### src/rtl/rdback_pkg.sv
// rdback_pkg: shared state type and widths for the readback credit controller
package rdback_pkg;
    typedef enum logic [1:0] {IDLE, RUN, DRAIN, ERR} state_t;
    localparam int CNT_W     = 11;
    localparam int TIMEOUT_W = 10;
endpackage

### src/rtl/rdback_updown_cnt.sv
// rdback_updown_cnt: saturating up/down counter with saturation and underflow flags
// Ports:
//   clk, rst_n : clock, asynchronous active-low reset
//   i_inc      : count up one
//   i_dec      : count down one (inc+dec together leaves the count unchanged)
//   o_cnt      : current count, 0..MAX
//   o_sat      : lone increment attempted while already at MAX (count holds)
//   o_unf      : lone decrement attempted while at 0 (count holds)
module rdback_updown_cnt #(
    parameter int W   = 11,
    parameter int MAX = 1024
) (
    input  logic         clk,
    input  logic         rst_n,
    input  logic         i_inc,
    input  logic         i_dec,
    output logic [W-1:0] o_cnt,
    output logic         o_sat,
    output logic         o_unf
);
    logic [W-1:0] r_cnt;
    logic         w_up;
    logic         w_dn;

    assign o_sat = i_inc & ~i_dec & (r_cnt == W'(MAX));
    assign o_unf = i_dec & ~i_inc & (r_cnt == '0);
    assign w_up  = i_inc & ~i_dec & ~o_sat;
    assign w_dn  = i_dec & ~i_inc & ~o_unf;
    assign o_cnt = r_cnt;

    always_ff @(posedge clk or negedge rst_n) begin
        if (!rst_n)    r_cnt <= '0;
        else if (w_up) r_cnt <= r_cnt + 1'b1;
        else if (w_dn) r_cnt <= r_cnt - 1'b1;
    end
endmodule

### src/rtl/rdback_credit_ctrl.sv
// rdback_credit_ctrl: credit-based admission control for DDR READs into the readback FIFO
// Ports:
//   clk, rst_n        : clock, asynchronous active-low reset
//   i_enable          : level, allows grants
//   i_rd_req          : dispatcher wants to issue one READ
//   o_rd_grant        : READ may issue this cycle (zero latency)
//   o_rd_stall        : request present but not granted
//   i_rd_ret_valid    : one burst written into the FIFO
//   i_fifo_rden       : consumer pops one FIFO entry
//   i_flush_req       : pulse, stop granting and drain outstanding READs
//   o_flush_done      : one-cycle pulse when a requested drain completes
//   i_clr_err         : pulse, clears sticky errors and leaves ERR
//   o_inflight        : READs outstanding
//   o_occupancy       : FIFO entries held
//   o_err_timeout/overflow/underflow : sticky error flags
//   o_busy            : not idle or READs still outstanding
module rdback_credit_ctrl
    import rdback_pkg::*;
#(
    parameter int FIFO_DEPTH   = 1024,
    parameter int MAX_INFLIGHT = 16,
    parameter int TIMEOUT_CYC  = 1023
) (
    input  logic             clk,
    input  logic             rst_n,
    input  logic             i_enable,
    input  logic             i_rd_req,
    output logic             o_rd_grant,
    output logic             o_rd_stall,
    input  logic             i_rd_ret_valid,
    input  logic             i_fifo_rden,
    input  logic             i_flush_req,
    output logic             o_flush_done,
    input  logic             i_clr_err,
    output logic [CNT_W-1:0] o_inflight,
    output logic [CNT_W-1:0] o_occupancy,
    output logic             o_err_timeout,
    output logic             o_err_overflow,
    output logic             o_err_underflow,
    output logic             o_busy
);
    localparam logic [CNT_W:0] L_DEPTH = (CNT_W+1)'(FIFO_DEPTH);

    state_t               r_state;
    state_t               w_state_nxt;
    logic                 r_by_flush;
    logic                 w_by_flush_nxt;
    logic                 r_flush_done;
    logic                 w_flush_done_nxt;
    logic                 r_err_to;
    logic                 r_err_ov;
    logic                 r_err_un;
    logic [TIMEOUT_W-1:0] r_to_cnt;
    logic                 w_to_clr;
    logic                 w_to_hit;
    logic                 w_if_sat;
    logic                 w_if_unf;
    logic                 w_oc_sat;
    logic                 w_oc_unf;
    logic                 w_ev_ov;
    logic                 w_err_set;
    logic [CNT_W:0]       w_used;

    rdback_updown_cnt #(.W(CNT_W), .MAX(MAX_INFLIGHT)) u_inflight (
        .clk   (clk),
        .rst_n (rst_n),
        .i_inc (o_rd_grant),
        .i_dec (i_rd_ret_valid),
        .o_cnt (o_inflight),
        .o_sat (w_if_sat),
        .o_unf (w_if_unf)
    );

    rdback_updown_cnt #(.W(CNT_W), .MAX(FIFO_DEPTH)) u_occupancy (
        .clk   (clk),
        .rst_n (rst_n),
        .i_inc (i_rd_ret_valid),
        .i_dec (i_fifo_rden),
        .o_cnt (o_occupancy),
        .o_sat (w_oc_sat),
        .o_unf (w_oc_unf)
    );

    // free > 0 is equivalent to occupancy + inflight < depth, which cannot go negative
    assign w_used     = {1'b0, o_occupancy} + {1'b0, o_inflight};
    assign o_rd_grant = (r_state == RUN) & i_rd_req & (o_inflight < CNT_W'(MAX_INFLIGHT)) & (w_used < L_DEPTH);
    assign o_rd_stall = i_rd_req & ~o_rd_grant;
    assign o_busy     = (r_state != IDLE) | (o_inflight != '0);
    assign o_flush_done    = r_flush_done;
    assign o_err_timeout   = r_err_to;
    assign o_err_overflow  = r_err_ov;
    assign o_err_underflow = r_err_un;

    // A return with nothing outstanding is an overflow of the credit scheme
    assign w_ev_ov   = w_if_unf | w_if_sat | w_oc_sat;
    assign w_to_clr  = i_rd_ret_valid | (o_inflight == '0);
    assign w_to_hit  = ~w_to_clr & (r_to_cnt == TIMEOUT_W'(TIMEOUT_CYC - 1));
    assign w_err_set = w_to_hit | w_ev_ov | w_oc_unf;

    always_comb begin
        w_state_nxt      = r_state;
        w_by_flush_nxt   = r_by_flush;
        w_flush_done_nxt = 1'b0;
        case (r_state)
            IDLE: begin
                w_flush_done_nxt = i_flush_req & (o_inflight == '0);
                if (i_flush_req && o_inflight != '0) begin
                    w_state_nxt    = DRAIN;
                    w_by_flush_nxt = 1'b1;
                end else if (i_enable) begin
                    w_state_nxt = RUN;
                end
            end
            RUN: begin
                if (i_flush_req) begin
                    w_state_nxt    = DRAIN;
                    w_by_flush_nxt = 1'b1;
                end else if (!i_enable) begin
                    w_state_nxt    = DRAIN;
                    w_by_flush_nxt = 1'b0;
                end
            end
            DRAIN: begin
                w_by_flush_nxt = r_by_flush | i_flush_req;
                if (o_inflight == '0) begin
                    w_state_nxt      = i_enable ? RUN : IDLE;
                    w_flush_done_nxt = r_by_flush;
                    w_by_flush_nxt   = 1'b0;
                end
            end
            ERR: begin
                w_by_flush_nxt = 1'b0;
                if (i_clr_err && !w_err_set) w_state_nxt = IDLE;
            end
        endcase
        if (r_state != ERR && w_err_set) begin
            w_state_nxt      = ERR;
            w_by_flush_nxt   = 1'b0;
            w_flush_done_nxt = 1'b0;
        end
    end

    always_ff @(posedge clk or negedge rst_n) begin
        if (!rst_n) begin
            r_state      <= IDLE;
            r_by_flush   <= 1'b0;
            r_flush_done <= 1'b0;
            r_err_to     <= 1'b0;
            r_err_ov     <= 1'b0;
            r_err_un     <= 1'b0;
            r_to_cnt     <= '0;
        end else begin
            r_state      <= w_state_nxt;
            r_by_flush   <= w_by_flush_nxt;
            r_flush_done <= w_flush_done_nxt;
            r_err_to     <= (r_err_to & ~i_clr_err) | w_to_hit;
            r_err_ov     <= (r_err_ov & ~i_clr_err) | w_ev_ov;
            r_err_un     <= (r_err_un & ~i_clr_err) | w_oc_unf;
            // Wraps on expiry so a still-stuck read times out again after clr_err
            r_to_cnt     <= (w_to_clr | w_to_hit) ? '0 : r_to_cnt + 1'b1;
        end
    end
endmodule

### config.mk
export PLATFORM = sky130hd
export DESIGN_NAME = rdback_credit_ctrl
export DESIGN_NICKNAME = d
export VERILOG_FILES = /design/src/rtl/rdback_pkg.sv /design/src/rtl/rdback_updown_cnt.sv /design/src/rtl/rdback_credit_ctrl.sv
export SDC_FILE = /design/constraint.sdc
export NUM_CORES = 1
export LEC_CHECK = 0
export BUFFER_PORTS_ARGS = -buffer_cell sky130_fd_sc_hd__buf_2
export CAP_MARGIN = 15
export CELL_PAD_IN_SITES_DETAIL_PLACEMENT = 1
export CELL_PAD_IN_SITES_GLOBAL_PLACEMENT = 1
export CORE_UTILIZATION = 35
export CTS_CLUSTER_SIZE = 10
export DETAILED_ROUTE_END_ITERATION = 10
export PLACE_DENSITY_LB_ADDON = 0.12
export RECOVER_POWER = 25
export SLEW_MARGIN = 0
export SYNTH_ARGS = -nofsm -noshare
export SYNTH_HDL_FRONTEND = slang
export SYNTH_SLANG_ARGS = --single-unit
### constraint.sdc
create_clock -name clk -period 4.3 [get_ports clk]
set_input_delay 0.43 -clock clk [delete_from_list [all_inputs] [get_ports clk]]
set_output_delay 0.43 -clock clk [all_outputs]
set_load 0.05 [all_outputs]
==> metrics.md <==
| Metric | Value |
|---|---|
| Achievable frequency | 0.258 GHz |
| Global-route wire length before repair | 12,500 um |
| Number of CTS-inserted buffers | 5 |
| Ys Warns | 0 |
| FF+latch count, synth | 39 |
| DRC viols | 0 |
| Number of top-level pins | 37 |
| CTS root buffer | clkbuf_8 |
| Main synth FF type | dfrtp_1 |
| Library cells used by synthesis | 54 |
| Hold path endpoint | o_err_underflow |
| Antenna-violating nets left | 0 |
| Req. time, crit path | 4480 ps |
| Final worst path period share | 90.2% |
| Maxcap violations | 1 |
| R2r setup slk | 420 ps |
| Pre-CTS setup slack | 280 ps |
| Syn Inst Count | 304 |
| Worst skew pair latency | 300 ps |
| Slew margin rel. | -53.5% |
| DR vias/cell | 5.39 |
| Failing checks | capacitance limit, slew limit |
| Total track usage | 18.8% |
| Peak supply drop | 0.432 mV |
| Post-synth ARST share | 100% |
| Row count | 32 |
| CP endpoint kind | register |
| Final setup TNS | 0 ps |
| Grt total ovfl | 0 |
| Post-CTS setup buffer count | 0 |
| Diodes inserted | 0 |
| Drt first pass iters | 4 |
| XOR/XNOR Fraction of Synth Area | 7.41% |
| Maximum clock path buffer count | 2 |
| TritonCTS clock tree | built |
| Sink Count | 39 |
| Pleak | 1.46 nW |
| H-tree depth | 2 |
| Worst slew pin tran | 2300 ps |
| Simple-Gate Fraction of Synth Area | 17.6% |
| Die height | 92.0 um |
| Reg2Reg Depth | 12 |
| Crit Reg-Reg Startpoint | u_occupancy.o_cnt[0] |
| Adder-cell area share of the yosys netlist | 14.6% |
| EDFF count, synth | 0 |
| Largest net degree at the start of global routing | 40 |
| Vias in the first global route | 2,517 |
| Post-DP HPWL | 5510 um |
| Syn Nets | 344 |
| Worst min path class | in -> reg |
| Fin crit period | 3880 ps |
| Startpoint types | register |
| Die X | 92.0 um |
| Die area | 8470 sq um |
| Clock skew | 5.46 ps |
| Slew Viols, Final | 40 |
| Worst setup path category | reg -> reg |
| Core footprint | 7770 sq um |
| Layout cells sized above 1 | 19.0% |
| Final Setup Violations | 0 |
| Unrepaired setup endpoints after global routing | false |
| Most common cell after layout, fill and taps aside | dfrtp_1 |
| Port-buffer cells | 36 |
| Power per cell area | 798 nW/um^2 |
| Initial DRC Count | 70 |
| Compound-Gate Fraction of Synth Area | 20.1% |
| Min-delay src | i_clr_err |
| Synthesized area per cell | 9.33 sq um |
| Via count | 2,422 |
| DRT Wirelength | 7270 um |
| Final Worst Setup Slack | 420 ps |
| Wire length per cell | 16.2 um |
| Most frequent cells in the layout | dfrtp_1 (39), buf_2 (35), ha_1 (30), nand2_1 (26), nor2_1 (24) |
| Post-Synthesis Cell Area | 2840 sq um |
| Hold depth | 2 |
| Crit Path Max Fanout | 10 |
| Nets | 386 |
| Initial antenna violation count | 0 |
| Critical path arrival | 4060 ps |
| Reg-to-Reg End | u_occupancy.o_cnt[10] |
| Run status | finished, violations left |
| Final hold violations | 0 |
| Effective utilization at floorplan | 36.5% |
| Synthesis-to-finish area growth | 15.1% |
| Mux cell area share after synthesis | 3.53% |
| Largest family of logic cells by synthesized area | compound AO/OA/AOI/OAI gates |
| GPL Wtd Cong | 0.740 |
| Post-synthesis sequential area ratio | 34.4% |
| Clk pin slew, worst setup/hold paths | 80 ps |
==> report_power, final <==
part | total [W] | switching, W | internal (W)
Combinational | 0.00160 | 0.000992 | 0.000607
Sequential | 0.000685 | 0.000201 | 0.000484
Clock | 0.000321 | 0.000148 | 0.000173
Total | 0.00260 | 0.00134 | 0.00126
==> synth_stat cells, types with 4 or more instances <==
| library cell | count | share of area (%) |
|---|---|---|
| dfrtp_1 | 39 | 34 |
| ha_1 | 30 | 13 |
| nand2_1 | 27 | 3.6 |
| nor2_1 | 24 | 3.2 |
| o21ai_0 | 23 | 4.1 |
| a21oi_1 | 22 | 3.9 |
| xnor2_1 | 13 | 4.0 |
| xor2_1 | 11 | 3.4 |
| inv_1 | 10 | 1.3 |
| a21o_1 | 8 | 2.1 |
| nand3_1 | 7 | 1.2 |
| nand4_1 | 7 | 1.5 |
| nor3_1 | 7 | 1.2 |
| mux2_2 | 6 | 2.4 |
| nor4_1 | 6 | 1.3 |
| a211oi_1 | 4 | 1.1 |
| o21bai_1 | 4 | 1.1 |
==> area by class of cell <==
type / instances / area [sq um]
Fill cell: 942 / 4500
Inverter: 11 / 41.3
Tap cell: 102 / 128
Clock buffer: 5 / 68.8
Timing Repair Buffer: 40 / 209
Multi-Input combinational cell: 249 / 1800
Clock inverter: 3 / 43.8
Sequential cell: 39 / 976
==> routing by layer <==
| metal | global-route usage [%] | share of wire (%) | vias up |
|---|---|---|---|
| met1 | 26.3 | 52 | 1169 |
| met5 | 0 | 0 | - |
| li1 | - | - | 1208 |
| met4 | 5.08 | 0.81 | 0 |
| met2 | 30.0 | 45 | 37 |
| met3 | 3.15 | 2.8 | 8 |
==> registers in the layout (all words and copies together), names as in the netlist <==
name               flops
r_state                2
o_err_overflow         1
o_err_underflow        1
o_err_timeout          1
o_flush_done           1
u_occupancy.o_cnt     11
r_to_cnt              10
u_inflight.o_cnt      11
r_by_flush             1
==> through the flow <==
step / hold slack (ps) / power (W) / area (sq um) / std cells / util, %
floorplan: 134 / 0.00190 / 2840 / 304 / -
detailed placement: 481 / 0.00230 / 3150 / 441 / 40.6
finish: 363 / 0.00260 / 3260 / 449 / 42.0
global route: 352 / 0.00283 / 3260 / 449 / 42.0
CTS: 308 / 0.00264 / 3260 / 449 / 42.0
global placement: 468 / 0.00227 / 3150 / 441 / 40.6
==> what timing repair did <==
item	in CTS	in global routing
hold buffers	0	0
resized for setup	0	1
setup endpoints to repair	0	1
==> worst max-delay path by stage <==
stage / endpoint / slack, ps / depth (start not counted) / from
6_report: u_occupancy.o_cnt[10] / 420 / 12 / u_occupancy.o_cnt[0]
5_1_grt: u_occupancy.o_cnt[10] / 160 / 12 / u_occupancy.o_cnt[0]
4_1_cts: u_occupancy.o_cnt[10] / 250 / 12 / u_occupancy.o_cnt[0]
3_5_place_dp: u_occupancy.o_cnt[10] / 280 / 12 / u_occupancy.o_cnt[0]
3_3_place_gp: u_occupancy.o_cnt[10] / 320 / 12 / u_occupancy.o_cnt[0]
2_1_floorplan: u_inflight.o_cnt[9] / 260 / 15 / u_occupancy.o_cnt[3]
==> logic make-up after synthesis <==
logic type / Yosys count
XOR/XNOR: 24
adder cells (fa/ha/maj): 32
multiplexers: 8
AND/OR/NAND/NOR: 98
AO/OA/AOI/OAI: 87
buffers and inverters: 16
flip-flops: 39
==> critical path, cell delays in order, from the launching register on <==
cell and delay [ps]:
dfrtp_1 460, or4_4 570, nor4_4 420, nand2_2 180
nand2_2 230, ha_1 310, a21o_1 200, a21oi_1 300
nor3_1 110, a211o_1 320, a21o_1 200, a21oi_1 160
mux4_2 300
Power figures use the tool's default switching activity.
